--- src/rtl/ipsl_hmic_h_ddrphy_update_exec_v1_1.sv ---
// DDR PHY update executor: DFI PHY-update handshake followed by either a DLL
// re-lock pulse or a saturating per-lane DQS-gate tap adjustment.
module ipsl_hmic_h_ddrphy_update_exec_v1_1 #(
  parameter string DATA_WIDTH    = "16BIT",
  parameter int    DLL_UPD_PULSE = 8,
  parameter int    DLL_SETTLE    = 32,
  parameter int    ACK_TIMEOUT   = 1023
) (
  input  logic       rclk,
  input  logic       rst_n,
  input  logic       update_start,
  input  logic [1:0] ddrphy_update_type,
  input  logic [1:0] ddrphy_update_comp_val_l,
  input  logic [1:0] ddrphy_update_comp_val_h,
  input  logic       ddrphy_update_comp_dir_l,
  input  logic       ddrphy_update_comp_dir_h,
  output logic       ddrphy_update_done,
  output logic       dfi_phyupd_req,
  input  logic       dfi_phyupd_ack,
  output logic       dll_update_n,
  input  logic       gate_train_done,
  input  logic [4:0] gate_init_l,
  input  logic [4:0] gate_init_h,
  output logic [4:0] dqs_gate_l,
  output logic [4:0] dqs_gate_h,
  output logic       gate_load,
  output logic       upd_timeout_err
);

  typedef enum logic [2:0] {
    S_IDLE,
    S_REQ,
    S_DLL_PULSE,
    S_DLL_SETTLE,
    S_GATE_ADJ,
    S_GATE_LOAD,
    S_DONE
  } state_t;

  localparam logic        HIGH_LANE_EN = (DATA_WIDTH == "16BIT");
  localparam logic [15:0] PULSE_LAST   = 16'(DLL_UPD_PULSE - 1);
  localparam logic [15:0] SETTLE_LAST  = 16'(DLL_SETTLE - 1);
  localparam logic [15:0] ACK_LIMIT    = 16'(ACK_TIMEOUT);

  state_t      r_state;
  state_t      w_next_state;
  logic        r_start_d;
  logic        r_type_gate;
  logic [1:0]  r_val_l;
  logic [1:0]  r_val_h;
  logic        r_dir_l;
  logic        r_dir_h;
  logic [15:0] r_timer;
  logic [15:0] r_cnt;
  logic [4:0]  r_gate_l;
  logic [4:0]  r_gate_h;
  logic        r_timeout_err;

  logic        w_trigger;
  logic [15:0] w_timer_inc;
  logic [15:0] w_timer_next;
  logic [15:0] w_cnt_next;
  logic        w_set_err;

  // Saturating tap step: clamps to 0..31 instead of wrapping.
  function automatic logic [4:0] satAdj(input logic [4:0] cur, input logic [1:0] val,
                                        input logic dir);
    logic [5:0] sum;
    if (dir) begin
      sum = {1'b0, cur} + {4'b0000, val};
      satAdj = sum[5] ? 5'd31 : sum[4:0];
    end else begin
      satAdj = ({3'b000, val} > cur) ? 5'd0 : (cur - {3'b000, val});
    end
  endfunction

  assign w_trigger   = update_start & ~r_start_d & gate_train_done;
  assign w_timer_inc = r_timer + 16'd1;

  always_ff @(posedge rclk or negedge rst_n) begin
    if (!rst_n) begin
      r_state       <= S_IDLE;
      r_start_d     <= 1'b0;
      r_timer       <= 16'd0;
      r_cnt         <= 16'd0;
      r_timeout_err <= 1'b0;
    end else begin
      r_state   <= w_next_state;
      r_start_d <= update_start;
      r_timer   <= w_timer_next;
      r_cnt     <= w_cnt_next;
      if (w_set_err) r_timeout_err <= 1'b1;
    end
  end

  // Request parameters are frozen at the trigger so later input changes are ignored.
  always_ff @(posedge rclk or negedge rst_n) begin
    if (!rst_n) begin
      r_type_gate <= 1'b0;
      r_val_l     <= 2'd0;
      r_val_h     <= 2'd0;
      r_dir_l     <= 1'b0;
      r_dir_h     <= 1'b0;
    end else if (r_state == S_IDLE && w_trigger) begin
      r_type_gate <= ddrphy_update_type[0];
      r_val_l     <= ddrphy_update_comp_val_l;
      r_val_h     <= ddrphy_update_comp_val_h;
      r_dir_l     <= ddrphy_update_comp_dir_l;
      r_dir_h     <= ddrphy_update_comp_dir_h;
    end
  end

  always_ff @(posedge rclk or negedge rst_n) begin
    if (!rst_n) begin
      r_gate_l <= 5'd0;
      r_gate_h <= 5'd0;
    end else if (!gate_train_done) begin
      r_gate_l <= gate_init_l;
      r_gate_h <= gate_init_h;
    end else if (r_state == S_GATE_ADJ) begin
      r_gate_l <= satAdj(r_gate_l, r_val_l, r_dir_l);
      if (HIGH_LANE_EN) r_gate_h <= satAdj(r_gate_h, r_val_h, r_dir_h);
    end
  end

  always_comb begin
    w_next_state = r_state;
    w_timer_next = r_timer;
    w_cnt_next   = r_cnt;
    w_set_err    = 1'b0;
    case (r_state)
      S_IDLE: begin
        w_timer_next = 16'd0;
        w_cnt_next   = 16'd0;
        if (w_trigger) w_next_state = ddrphy_update_type[1] ? S_DONE : S_REQ;
      end
      S_REQ: begin
        // An ack arriving on the timeout cycle still wins.
        if (dfi_phyupd_ack) begin
          w_next_state = r_type_gate ? S_GATE_ADJ : S_DLL_PULSE;
          w_timer_next = 16'd0;
        end else if (w_timer_inc == ACK_LIMIT) begin
          w_next_state = S_DONE;
          w_timer_next = 16'd0;
          w_set_err    = 1'b1;
        end else begin
          w_timer_next = w_timer_inc;
        end
      end
      S_DLL_PULSE: begin
        if (r_cnt == PULSE_LAST) begin
          w_next_state = S_DLL_SETTLE;
          w_cnt_next   = 16'd0;
        end else begin
          w_cnt_next = r_cnt + 16'd1;
        end
      end
      S_DLL_SETTLE: begin
        if (r_cnt == SETTLE_LAST) begin
          w_next_state = S_DONE;
          w_cnt_next   = 16'd0;
        end else begin
          w_cnt_next = r_cnt + 16'd1;
        end
      end
      S_GATE_ADJ:  w_next_state = S_GATE_LOAD;
      S_GATE_LOAD: w_next_state = S_DONE;
      S_DONE: begin
        w_next_state = S_IDLE;
        w_timer_next = 16'd0;
        w_cnt_next   = 16'd0;
      end
      default: w_next_state = S_IDLE;
    endcase
  end

  assign ddrphy_update_done = (r_state == S_DONE);
  assign gate_load          = (r_state == S_GATE_LOAD);
  assign dll_update_n       = (r_state != S_DLL_PULSE);
  assign dfi_phyupd_req     = (r_state == S_REQ) || (r_state == S_DLL_PULSE) ||
                              (r_state == S_DLL_SETTLE) || (r_state == S_GATE_ADJ) ||
                              (r_state == S_GATE_LOAD);
  assign dqs_gate_l         = r_gate_l;
  assign dqs_gate_h         = r_gate_h;
  assign upd_timeout_err    = r_timeout_err;

endmodule
--- config.mk ---
export PLATFORM = sky130hd
export DESIGN_NAME = ipsl_hmic_h_ddrphy_update_exec_v1_1
export DESIGN_NICKNAME = d
export VERILOG_FILES = /design/src/rtl/ipsl_hmic_h_ddrphy_update_exec_v1_1.sv
export SDC_FILE = /design/constraint.sdc
export NUM_CORES = 1
export LEC_CHECK = 0
export ABC_AREA = 1
export BUFFER_PORTS_ARGS = -buffer_cell sky130_fd_sc_hd__buf_4
export CELL_PAD_IN_SITES_DETAIL_PLACEMENT = 1
export CELL_PAD_IN_SITES_GLOBAL_PLACEMENT = 1
export CORE_UTILIZATION = 35
export DETAILED_ROUTE_END_ITERATION = 6
export PLACE_DENSITY = 0.7
export SLEW_MARGIN = 20
export SYNTH_ARGS = -nofsm -noshare
export SYNTH_HDL_FRONTEND = slang
export SYNTH_SLANG_ARGS = --single-unit
--- constraint.sdc ---
create_clock -name rclk -period 2.21 [get_ports rclk]
set_input_delay 0.3315 -clock rclk [delete_from_list [all_inputs] [get_ports rclk]]
set_output_delay 0.3315 -clock rclk [all_outputs]
set_load 0.005 [all_outputs]
== After elaboration in Yosys (flattened, before gate mapping) ==
Cells that the tools add are included.

* Flip-flop bits (word level): 54
* Input port bits: 23
* Output and inout port bits: 15
* Word-level logic and storage cells: 75

* Add/subtract/negate cells: 6
* $lt $le $gt $ge: 2
* Equal/unequal tests: 15
* Mux-type cells: 27
* Bitwise operators: 3
* Reduce and logical (&&, ||, !) cells: 10

{| class="wikitable"
|+ Operators with widths
! cell !! count
|-
| $mux W16 || 4
|-
| $mux W5 || 10
|-
| $pmux W16 S3 || 1
|-
| $add A16 B1 Y16 const B || 2
|-
| $pmux W16 S2 || 1
|-
| $mux W3 || 7
|-
| $pmux W3 S6 || 1
|-
| $eq A16 B10 Y1 const B || 1
|-
| $eq A16 B3 Y1 const B || 1
|-
| $eq A16 B5 Y1 const B || 1
|-
| $add A5 B2 Y6 || 2
|-
| $gt A2 B5 Y1 || 2
|-
| $sub A5 B2 Y5 || 2
|-
| $eq A3 B3 Y1 const B || 3
|-
| $eq A3 B2 Y1 const B || 2
|-
| $ne A2 B2 Y1 const B || 3
|-
| $logic_or A1 B1 Y1 || 4
|-
| $reduce_and A4 Y1 || 1
|-
| $eq A3 B1 Y1 const B || 1
|-
| $logic_not A3 Y1 || 1
|-
| $mux W1 || 3
|-
| $ne A3 B2 Y1 const B || 1
|-
| $ne A3 B3 Y1 const B || 1
|-
| $reduce_bool A3 Y1 || 1
|-
| 6 further kinds || 7
|}

== Depth between registers and ports, before layout ==
* Word-level depth: 5
* Gate-level depth with buffers: 14

== Least setup slack after synthesis ==
OpenSTA, ideal clock, no wires.

* Path type: flip-flop to flip-flop
* Start point: register r_timer[0]
* End point: register r_state[0]
* Arrival time: 1658 ps
* Slack: 435 ps
* Cell stages (with the launch flop): 15
* Buffers on the path: 0
* Cells stage by stage: dfrtp_1 -> ha_1 -> nand3_2 -> nor2_4 -> nand2_1 -> nand2_1 -> nand2_1 -> nor2_1 -> nand2_1 -> nor2_4 -> nand2_4 -> nand2_8 -> nand2_2 -> nand2_1 -> nand2_1

* Longest elaborated chain between the ends: 4

{| class="wikitable"
|+ Ends and longest elaborated chain
! element !! RTL line !! RTL
|-
| start, declared || 53 || <nowiki>logic [15:0] r_timer;</nowiki>
|-
| start signal, assigned || 90 || <nowiki>r_timer <= w_timer_next;</nowiki>
|-
| $add A16 B1 Y16 || 78 || <nowiki>assign w_timer_inc = r_timer + 16'd1;</nowiki>
|-
| $eq A16 B10 Y1 || 142 || <nowiki>end else if (w_timer_inc == ACK_LIMIT) begin</nowiki>
|-
| $ne A3 B3 Y1 (no source line) || - ||
|-
| $reduce_and A4 Y1 (no source line) || - ||
|-
| end signal, assigned || 88 || <nowiki>r_state <= w_next_state;</nowiki>
|-
| end, declared || 45 || <nowiki>state_t r_state;</nowiki>
|}

No other way between the ends.
A chain may end at the register's enable or synchronous reset.

== Worst setup path in the final report ==
* Start point: register r_timer[1]
* End point: register r_state[0]

Same word-level chain as after synthesis.

==> flow_summary.html <==
<table>
<tr><th>Metric</th><th>Value</th></tr>
<tr><th colspan="2">Critical path</th></tr>
<tr><td>Req. time, crit path</td><td>2.43 ns</td></tr>
<tr><td>Crit path largest cell delay</td><td>0.43 ns</td></tr>
<tr><td>Cell mode on critical path</td><td>sky130_fd_sc_hd__nand2_1</td></tr>
<tr><td>Critical path class</td><td>flip-flop to flip-flop</td></tr>
<tr><td>Kind of end point of the critical path</td><td>flip-flop</td></tr>
<tr><td>Sequence of cells on the critical path</td><td>ha_2 &gt; nand3_2 &gt; nor2_4 &gt; nand3_1 &gt; nand2_1 &gt; nand2_1 &gt; nor2_1 &gt; nand2_1 &gt; nor2_4 &gt; nand2_4 &gt; nand2_8 &gt; nand2_2 &gt; nand2_1 &gt; nand2_1</td></tr>
<tr><td>Largest driver fanout on the critical path</td><td>10</td></tr>
<tr><td>Data arrival time of the critical path</td><td>2.24 ns</td></tr>
<tr><td>Setup crit start kind</td><td>flip-flop</td></tr>
<tr><td>Slowest cell on the critical path</td><td>sky130_fd_sc_hd__dfrtp_1</td></tr>
<tr><td>R2r startpoint</td><td>r_timer[1]</td></tr>
<tr><td>Startpoint of the worst setup timing path</td><td>r_timer[1]</td></tr>
<tr><th colspan="2">Final layout</th></tr>
<tr><td>Filler instances</td><td>1,271</td></tr>
<tr><td>Final net count</td><td>547</td></tr>
<tr><td>Layout Area Growth over Synthesis</td><td>15.5%</td></tr>
<tr><td>FF+latch area</td><td>1350 um2</td></tr>
<tr><td>Antenna Cells</td><td>0</td></tr>
<tr><td>Layout cells sized above 1</td><td>13.3%</td></tr>
<tr><td>Area used by multi-input combinational logic</td><td>1840 um2</td></tr>
<tr><th colspan="2">STA</th></tr>
<tr><td>Max-slew violation count</td><td>0</td></tr>
<tr><td>Final setup vio count</td><td>0</td></tr>
<tr><td>Clk_skew</td><td>0.00909 ns</td></tr>
<tr><td>Fmax</td><td>495 MHz</td></tr>
<tr><td>Share of the cycle needed by the critical path after routing</td><td>91.4%</td></tr>
<tr><td>Final sum of negative setup slack</td><td>0 ns</td></tr>
<tr><td>Final number of hold-violating endpoints</td><td>0</td></tr>
<tr><td>Actual transition at the worst max-transition pin</td><td>0.733 ns</td></tr>
<tr><td>Clock period minus worst slack</td><td>2.02 ns</td></tr>
<tr><td>Relative slew slack</td><td>51.1%</td></tr>
<tr><td>Setup repair after global routing missed its margin</td><td>no</td></tr>
<tr><th colspan="2">Synth</th></tr>
<tr><td>List of most frequent post-synthesis cells</td><td>sky130_fd_sc_hd__nand2_1 (95), sky130_fd_sc_hd__inv_1 (70), sky130_fd_sc_hd__nor2_1 (56)</td></tr>
<tr><td>Most frequently used flop master after synthesis</td><td>sky130_fd_sc_hd__dfrtp_1</td></tr>
<tr><td>Syn. warnings</td><td>0</td></tr>
<tr><td>Post-Synthesis Mean Instance Area</td><td>7.42 um2</td></tr>
<tr><td>Fraction of the yosys area taken by sequential cells</td><td>38.7%</td></tr>
<tr><td>Library cell occupying the most area in the post-synthesis netlist</td><td>sky130_fd_sc_hd__dfrtp_1</td></tr>
<tr><td>Synth Net Count</td><td>509</td></tr>
<tr><td>Number of register bits inferred by synthesis</td><td>54</td></tr>
<tr><td>Async set or reset register ratio after synthesis</td><td>100%</td></tr>
<tr><td>Most repeated cell in the gate-level netlist after synthesis</td><td>sky130_fd_sc_hd__nand2_1</td></tr>
<tr><td>Fraction of the mapped netlist area in adder cells</td><td>6.23%</td></tr>
<tr><td>Largest family of logic cells by synthesized area</td><td>simple AND/OR/NAND/NOR gates</td></tr>
<tr><td>Proportion of netlist area held by the largest area contributor</td><td>38.7%</td></tr>
<tr><td>Post-Syn Area</td><td>3490 um2</td></tr>
<tr><td>Area share of xor/xnor cells in the synthesized design</td><td>2.26%</td></tr>
<tr><td>Count of cell types in the netlist</td><td>40</td></tr>
<tr><td>Count of mapped cells out of synthesis</td><td>471</td></tr>
<tr><td>Area contributors post-synth</td><td>sky130_fd_sc_hd__dfrtp_1 (39%), sky130_fd_sc_hd__nand2_1 (10%), sky130_fd_sc_hd__inv_1 (7.5%), sky130_fd_sc_hd__nor2_1 (6.0%), sky130_fd_sc_hd__nand3_1 (5.9%)</td></tr>
<tr><td>Area fraction in compound gates after synthesis</td><td>14.1%</td></tr>
<tr><td>Multiplexer share of the synthesized area</td><td>0.645%</td></tr>
<tr><td>Count of flip-flops with a built-in enable after synthesis</td><td>0</td></tr>
<tr><td>Post-synthesis share of cell area spent on and, or, nand and nor gates</td><td>29.3%</td></tr>
<tr><th colspan="2">Floorplan</th></tr>
<tr><td>Die Span Y</td><td>102 um</td></tr>
<tr><td>Chip Width</td><td>102 um</td></tr>
<tr><td>Starting Density</td><td>35.9%</td></tr>
<tr><td># IOs</td><td>38</td></tr>
<tr><td>Die area</td><td>10,400 um2</td></tr>
<tr><td>Core outline area</td><td>9730 um2</td></tr>
<tr><td>Total number of placement rows</td><td>36</td></tr>
<tr><th colspan="2">Pwr</th></tr>
<tr><td>Maximum vdd drop</td><td>0.381 mV</td></tr>
<tr><td>Pwr Total</td><td>3.63 mW</td></tr>
<tr><td>Power density normalized to cell area</td><td>901 nW/um2</td></tr>
<tr><td>Leakage power total</td><td>1.90 nW</td></tr>
<tr><th colspan="2">CTS</th></tr>
<tr><td>Setup Fix Bufs, Post-CTS</td><td>0</td></tr>
<tr><td>H-tree depth</td><td>2</td></tr>
<tr><td>TritonCTS clock tree</td><td>yes</td></tr>
<tr><td>Number of instances resized during post-cts repair</td><td>0</td></tr>
<tr><td>Clock transition at the register clock pins on the worst setup and hold paths after CTS</td><td>0.10 ns</td></tr>
<tr><td>Maximum clock insertion buffer count</td><td>2</td></tr>
<tr><td>Num CTS Buffers</td><td>5</td></tr>
<tr><td>Hold buffer count at CTS</td><td>0</td></tr>
<tr><td>Total number of clock tree sinks</td><td>54</td></tr>
<tr><td>Root buf cell</td><td>sky130_fd_sc_hd__clkbuf_8</td></tr>
<tr><td>Clk_lat worst skew</td><td>0.32 ns</td></tr>
<tr><th colspan="2">Global routing</th></tr>
<tr><td>Overflow left after global routing</td><td>0</td></tr>
<tr><td>Wire length of the first global-routing pass</td><td>15,400 um</td></tr>
<tr><td>Number of antenna violations at the first check in global routing</td><td>0</td></tr>
<tr><td>Total Routing Usage GR</td><td>19.1%</td></tr>
<tr><td>Pin count of the biggest net entering global routing</td><td>55</td></tr>
<tr><td>Via count of the first global-routing pass</td><td>3,281</td></tr>
<tr><th colspan="2">Outcome</th></tr>
<tr><td>Run status</td><td>completed</td></tr>
<tr><th colspan="2">Route</th></tr>
<tr><td>Detailed-route wire length per cell</td><td>14.0 um</td></tr>
<tr><td>Number of iterations in the first detailed-routing pass</td><td>4</td></tr>
<tr><td>Antenna Violating Nets Remaining</td><td>0</td></tr>
<tr><td>DRC violations left</td><td>0</td></tr>
<tr><td>Detailed Route WL</td><td>9020 um</td></tr>
<tr><td>Initial drt markers</td><td>93</td></tr>
<tr><td>Overall via count from detail_route</td><td>3,265</td></tr>
<tr><td>Via-per-instance ratio</td><td>5.08</td></tr>
<tr><th colspan="2">Placed design</th></tr>
<tr><td>Detailed placement HPWL</td><td>6800 um</td></tr>
<tr><td>Final weighted congestion in routability-driven placement</td><td>0.804</td></tr>
<tr><td>Count of input and output buffers</td><td>37</td></tr>
<tr><th colspan="2">Run</th></tr>
<tr><td>Max capacitance violation total</td><td>0</td></tr>
<tr><th colspan="2">Min path</th></tr>
<tr><td>Type of the most critical hold path</td><td>primary input to asynchronous set/reset pin</td></tr>
</table>
[critical path, delay by kind of cell, from the launching register on]
family        cells  cell delay, ns
simple gates     13            1.27
flops             1            0.43
fa+ha+maj         1            0.24
[layout make-up]
| class | instances | area share [%] |
|---|---|---|
| multi-input combinational | 336 | 45.6 |
| sequential | 54 | 33.6 |
| timing repair buffer | 40 | 7.44 |
| inverter | 72 | 6.70 |
| tap | 133 | 4.12 |
| clock buffer | 7 | 1.89 |
| clock inverter | 1 | 0.744 |
[layout by cell type, fill, tap and decap left out, types with 3 or more instances in the layout]
cell type / instances
sky130_fd_sc_hd__o22ai_1: 9
sky130_fd_sc_hd__nand2_1: 95
sky130_fd_sc_hd__inv_1: 70
sky130_fd_sc_hd__dfrtp_1: 52
sky130_fd_sc_hd__o21ai_0: 29
sky130_fd_sc_hd__nand4_1: 9
sky130_fd_sc_hd__o211ai_1: 5
sky130_fd_sc_hd__xor2_1: 6
sky130_fd_sc_hd__fa_1: 4
sky130_fd_sc_hd__a21oi_1: 25
sky130_fd_sc_hd__nor2_1: 56
sky130_fd_sc_hd__xnor2_1: 3
sky130_fd_sc_hd__nand3_1: 41
sky130_fd_sc_hd__ha_1: 10
sky130_fd_sc_hd__buf_4: 40
sky130_fd_sc_hd__nand2_2: 3
sky130_fd_sc_hd__nor3_1: 8
sky130_fd_sc_hd__nor2_4: 3
sky130_fd_sc_hd__a211oi_1: 4
sky130_fd_sc_hd__clkbuf_8: 5
[report_power, final]
group          total (mW)  internal [mW]  switching, mW
registers            1.35           1.15          0.208
clock network       0.688          0.340          0.347
logic                1.59          0.627          0.965
[state kept, by name (all words and copies together) (netlist names)]
register,flops
r_cnt,16
r_timer,16
dqs_gate_h,5
dqs_gate_l,5
r_state,3
r_val_h,2
r_val_l,2
r_dir_h,1
r_dir_l,1
r_start_d,1
r_type_gate,1
upd_timeout_err,1
[kinds of logic (layout without fill, tap and decap cells)]
group | count (synthesis) | count (layout)
simple gates | 225 | 225
buf+inv | 81 | 120
fa+ha+maj | 15 | 15
mux | 2 | 2
flops | 54 | 54
xor+xnor | 9 | 9
compound gates | 85 | 85
[per-layer routing]
metal	vias up	GRT usage, %	part of all wire, %
li1	1619	-	-
met1	1610	26.2	50
met2	29	31.1	47
met3	7	2.94	1.9
met4	0	5.71	1.3
met5	-	0	0
[worst paths after layout]
| check | end | depth (start not counted) | slack, ns |
|---|---|---|---|
| setup / recovery | r_state[0] | 14 | 0.19 |
| max in group asynchronous | r_timer[0] | 1 | 1.61 |
| setup reg to reg | r_state[0] | 14 | 0.19 |
| hold / removal | upd_timeout_err | 1 | 0.05 |
| min in group rclk | r_start_d | 1 | 0.12 |
| hold reg to reg | upd_timeout_err | 1 | 0.52 |
[metrics by stage]
stage	hold WS, ns	setup slack, ns	util [%]	cell area (um2)	std cells
after floorplan	0.0359	0.435	-	3490	471
after global placement	0.443	0.282	40.3	3920	635
final	0.0532	0.190	41.5	4040	643
after CTS	0.0883	0.146	41.4	4030	643
after global routing	0.102	0.0101	41.5	4040	643
after detailed placement	0.449	0.156	40.3	3920	635
(Power assumes the default switching activity.)
